File: config.mk
export PLATFORM = sky130hd
export DESIGN_NAME = sm83_fetch
export DESIGN_NICKNAME = d
export VERILOG_FILES = /design/src/rtl/sm83_fetch.sv
export SDC_FILE = /design/constraint.sdc
export NUM_CORES = 1
export LEC_CHECK = 0
export CAP_MARGIN = 25
export CORE_MARGIN = 4
export CORE_UTILIZATION = 30
export DETAILED_ROUTE_END_ITERATION = 6
export PLACE_DENSITY = 0.85
export REMOVE_ABC_BUFFERS = 1
export SYNTH_ARGS = -nofsm -noshare
export SYNTH_HDL_FRONTEND = slang
export SYNTH_SLANG_ARGS = --single-unit
File: constraint.sdc
create_clock -name clk -period 2 [get_ports clk]
set_clock_uncertainty 0.2 [all_clocks]
set_input_delay 0.2 -clock clk [delete_from_list [all_inputs] [get_ports clk]]
set_output_delay 0.2 -clock clk [all_outputs]
set_load 0.01 [all_outputs]
File: src/rtl/sm83_fetch.sv
// SM83 instruction fetch stage: opcode read at PC, IR latch, CB-prefix folding and overlapped fetch.
// Optional macro SM83_CB_PREFIX_EN enables the FETCH_CB state; without it 0xCB issues as a plain opcode.
module sm83_fetch #(
    parameter logic [7:0] RESET_IR = 8'h00
) (
    input  logic        clk,
    input  logic        rst,
    input  logic [15:0] pc,
    input  logic [7:0]  mem_d,
    input  logic        stall,
    input  logic        seq_done,
    input  logic        halt_req,
    input  logic        wake,
    output logic        fetch_rd,
    output logic [15:0] fetch_addr,
    output logic        pc_inc,
    output logic [7:0]  ir,
    output logic        ir_cb,
    output logic        ir_valid,
    output logic        issue
);

`ifdef SM83_CB_PREFIX_EN
    typedef enum logic [1:0] {FETCH = 2'd0, FETCH_CB = 2'd1, EXEC = 2'd2, HALTED = 2'd3} state_t;
`else
    typedef enum logic [1:0] {FETCH = 2'd0, EXEC = 2'd2, HALTED = 2'd3} state_t;
`endif

    state_t state, state_next;
    logic   take;
    logic   prefix_byte;
    logic   second_byte;
    logic   halt_enter;

    assign fetch_addr = pc;

    always_comb begin
        state_next  = state;
        fetch_rd    = 1'b0;
        second_byte = 1'b0;
        halt_enter  = 1'b0;
        unique case (state)
            FETCH:    fetch_rd = 1'b1;
`ifdef SM83_CB_PREFIX_EN
            FETCH_CB: begin
                fetch_rd    = 1'b1;
                second_byte = 1'b1;
            end
`endif
            EXEC: begin
                fetch_rd   = seq_done & ~halt_req;
                halt_enter = seq_done & halt_req;
            end
            HALTED:   fetch_rd = 1'b0;
            default:  fetch_rd = 1'b0;
        endcase
        if (rst) begin
            fetch_rd   = 1'b0;
            halt_enter = 1'b0;
        end

        take   = fetch_rd & ~stall;
        pc_inc = take;
`ifdef SM83_CB_PREFIX_EN
        prefix_byte = ~second_byte & (mem_d == 8'hCB);
`else
        prefix_byte = 1'b0;
`endif

        // A prefix byte parks in FETCH_CB; anything else (including the CB-page byte) starts execution.
        if (take) begin
`ifdef SM83_CB_PREFIX_EN
            state_next = prefix_byte ? FETCH_CB : EXEC;
`else
            state_next = EXEC;
`endif
        end else if (halt_enter) begin
            state_next = HALTED;
        end else if (state == HALTED && wake) begin
            state_next = FETCH;
        end
    end

    always_ff @(posedge clk) begin
        if (rst) begin
            state    <= FETCH;
            ir       <= RESET_IR;
            ir_valid <= 1'b0;
            issue    <= 1'b0;
        end else begin
            state <= state_next;
            issue <= 1'b0;
            if (take) begin
                ir       <= mem_d;
                ir_valid <= ~prefix_byte;
                issue    <= ~prefix_byte;
            end else if (halt_enter) begin
                ir_valid <= 1'b0;
            end
        end
    end

`ifdef SM83_CB_PREFIX_EN
    logic ir_cb_q;

    always_ff @(posedge clk) begin
        if (rst) begin
            ir_cb_q <= 1'b0;
        end else if (take) begin
            ir_cb_q <= second_byte;
        end
    end

    assign ir_cb = ir_cb_q;
`else
    assign ir_cb = 1'b0;
`endif

endmodule

Word level (Yosys, flattened, before mapping)

Index checks and enable logic that the tools add are counted.

Add/subtract/negate cells: 0
Multipliers: 0
Div/mod/pow operators: 0
$lt $le $gt $ge: 0
Eq/ne operators: 2
Shift operators: 0
Mux-type cells: 10
Bitwise gates (word level): 5
Reductions and logical operators: 6

Operators with widths:

| kind                                       | number |
|---|---|
| 2-to-1 mux 1 bit                           | 6 |
| 2-to-1 mux 2 bit                           | 3 |
| equality test 2 bit, second input constant | 2 |
| nonzero test 2 bit                         | 2 |
| bitwise AND 1 bit                          | 3 |
| nonzero test 3 bit                         | 1 |
| zero test 2 bit                            | 1 |
| NOT 1 bit                                  | 2 |
| one-hot mux 1 bit (2 select lines)         | 1 |
| OR reduction 2 bit                         | 1 |
| logical AND 1 bit                          | 1 |

Register bits after elaboration: 12
Bits in latches: 0
Memory bits (writable): 0
Bits in read-only memories: 0
Input port bits: 30
Output and inout port bits: 29
Word-level logic and storage cells: 28
Memories: 0

Longest topological paths before layout

Depth after elaboration: 6
Depth in mapped cells: 5
Mapped depth without buffers: 4

Worst setup path after synthesis

No wires, ideal clock.

Path type: input -> register
Start point: input port halt_req
End point: register ir[0]
Setup time: 0.121 ns
Data arrival time: 1.161 ns
Data required time: 1.679 ns
Slack: 0.518 ns
Stages: 4
Buffers on the path: 1
Path through: nand2b_4 -> a2111o_1 -> buf_6 -> mux2_4

Word-level cells in the longest chain between the ends: 5

RTL lines:

| item                               | RTL line | RTL |
|---|---|---|
| start: declaration                 | 12       | `input logic halt_req,` |
| NOT 1 bit                          | 51       | `fetch_rd = seq_done & ~halt_req;` |
| bitwise AND 1 bit                  | 51       |  |
| one-hot mux 1 bit (2 select lines) | 42       | `unique case (state)` |
| 2-to-1 mux 1 bit                   | 57       | `if (rst) begin` |
| bitwise AND 1 bit                  | 62       | `take = fetch_rd & ~stall;` |
| end signal: assignment             | 94       | `ir <= mem_d;` |
| end: declaration                   | 17       | `output logic [7:0] ir,` |

No other way between the ends.
A chain may end at the register's enable or synchronous reset.

Worst setup path after layout

Start point: input port seq_done
End point: output port pc_inc

Word-level cells in the longest chain between the ends: 4

RTL lines:

| item                               | RTL line | RTL |
|---|---|---|
| start: declaration                 | 11       | `input logic seq_done,` |
| bitwise AND 1 bit                  | 51       |  |
| one-hot mux 1 bit (2 select lines) | 42       |  |
| 2-to-1 mux 1 bit                   | 57       |  |
| bitwise AND 1 bit                  | 62       |  |
| end: declaration                   | 16       | `output logic pc_inc,` |

No other way between the ends.

==> run summary <==
diodes inserted: 0
DR iter-0 viols: 0
min cycle time layout: 1.93 ns
crit-path max cell delay: 0.53 ns
Mapped Cells: 64
routed vias: 475
initial antenna violation count: 0
number of buffers created by CTS: 3
setup slack, reg-to-reg: 0.46 ns
CTS Buffer Depth: 2
port bufs: 25
# clock sinks: 12
maxcap violations: 0
final hold vios: 0
core box area: 0.00200 mm^2
DP Cell Count: 102
Lkg Pwr: 0.387 nW
Starting Density: 32.5%
RSZ-0062 raised after global routing: false
vias per cell: 4.48
H-tree lvl count: 1
vias in the first global route: 471
crit-path cells: clkdlybuf4s50_1, nand2b_4, a2111o_1, inv_1, clkdlybuf4s15_1
HP Class: input port to output port
Layout Cells excl Fill: 106
Crit path required time: 1.60 ns
Chip Height: 54.6 um
DRT Wirelength: 1.46 mm
register area share after synthesis: 36.9%
most common cell after layout, fill and taps aside: clkdlybuf4s50_1
nets: 110
critical-path maximum fanout: 2
number of fill cells: 190
fin crit share: 96.3%
residual DRC count: 0
gpl congestion: 0.613
Routed wire per std cell: 13.8 um
Pre-Repair DR Iteration Count: 1
Area Overhead vs Synth: 32.9%
dpl hpwl: 1.11 mm
Clk Latency, worst-skew pair: 0.27 ns
clk root buf: clkbuf_4
first-pass GRT wire length: 2.12 mm
critical path startpoint category: input port
YS warnings: 0
Max Clk Rate: 519 MHz
io pins: 59
Fin Hold WS: 0.200 ns
Core Util, Final: 43.2%
site row count: 16
Tot GR Track Use: 10.5%
Crit-path slowest cell: clkdlybuf4s50_1
Crit Path Category: input port to output port
CTS tree: done
Syn Area/Cell: 10.2 um^2
Crit. End Element: output port
GRT overflow: 0
Slew Limit Fails: 0
most frequent cells in the layout: 23 x clkdlybuf4s50_1, 12 x dfxtp_1, 8 x nor2b_1, 8 x mux2_4, 5 x buf_4
status: completed
final setup vio count: 0
die area: 0.00298 mm^2
Post-DRT Antenna Nets: 0
Arrival @ worst endpoint: 1.53 ns
pwr dens: 677 mW/mm^2
Die Span X: 54.6 um
Netlist cell types: 17
largest net degree at the start of global routing: 12
flops & latches, synth: 12
VDD IR max: 0.000388 V
Post-Syn Area: 651 um^2
fraction of layout cells with a size suffix above 1: 24.1%
what timing repair did:
action,4_1_cts,5_1_grt
buffers inserted,0,0
hold buffers,0,0
pin swaps,0,0
gates cloned,0,0
resized for setup,2,1
endpoints found under the setup margin,2,1
cell type report:
cell class | instances | area, um^2 | share of cell area (%)
Timing Repair Buffer | 30 | 287 | 33.1
Multi-Input combinational cell | 30 | 256 | 29.7
Sequential cell | 12 | 240 | 27.8
Clock buffer | 4 | 36.3 | 4.20
Tap cell | 27 | 33.8 | 3.91
Inverter | 3 | 11.3 | 1.30
report_power, final:
part,switching (W),internal (W)
Sequential,0.00000900,0.000257
Combinational,0.0000423,0.0000881
Clock,0.0000786,0.000110
Total,0.000130,0.000455
synthesized netlist by cell type:
library cell,number,area (um^2)
nand4_1,1,6.26
mux2_4,8,120
a31o_2,1,8.76
nand2b_4,1,13.8
a21oi_1,1,5.00
nand2_1,3,11.3
nor2b_1,8,50.1
a211oi_1,1,7.51
conb_1,1,3.75
a21boi_0,1,7.51
clkbuf_1,1,3.75
buf_4,17,128
buf_6,1,11.3
a2111o_1,1,11.3
inv_1,3,11.3
dfxtp_1,12,240
nor2_1,3,11.3
through the flow:
stage | cell area (um^2) | setup slack (ns) | total power [W] | setup TNS (ns)
after floorplan | 508 | 0.426 | 0.000323 | 0
after global placement | 830 | -0.220 | 0.000402 | -0.417
after detailed placement | 830 | -0.231 | 0.000405 | -0.612
after CTS | 863 | 0.0315 | 0.000596 | 0
after global routing | 865 | 0.0235 | 0.000620 | 0
final | 865 | 0.0731 | 0.000585 | 0
kinds of logic (layout without fill, tap and decap cells):
logic type,after synthesis,in the layout,synth area share [%]
compound gates,5,5,6.15
other cells,1,1,0.576
flops,12,12,36.9
mux,8,8,18.5
simple gates,16,16,14.2
buf+inv,22,37,23.7
metal layers:
| layer | track usage, % | share of wire [%] | vias up |
|---|---|---|---|
| li1 | - | - | 219 |
| met1 | 11.4 | 38 | 208 |
| met2 | 13.5 | 42 | 48 |
| met3 | 10.6 | 20 | 0 |
| met4 | 3.73 | 0 | 0 |
| met5 | 0 | 0 | - |
registers in the layout, indices dropped and copies added, names as in the netlist:
signal,count
ir,8
state,2
issue,1
ir_valid,1
path summary, 6_finish.rpt:
kind,end,cells past startpoint,from
worst max-delay path,pc_inc,5,seq_done
worst min-delay path,fetch_addr[15],0,pc[15]
worst max register to register,ir[5]$_SDFFE_PP0P_,3,state[1]$_SDFFE_PP0P_
worst min register to register,ir_valid$_SDFFE_PP0P_,1,ir_valid$_SDFFE_PP0P_
critical path, delay by kind of cell:
family / cells / cell delay (ns)
buffers and inverters: 3 / 0.85
AO/OA/AOI/OAI: 1 / 0.42
AND/OR/NAND/NOR: 1 / 0.06
(Power assumes the default switching activity.)
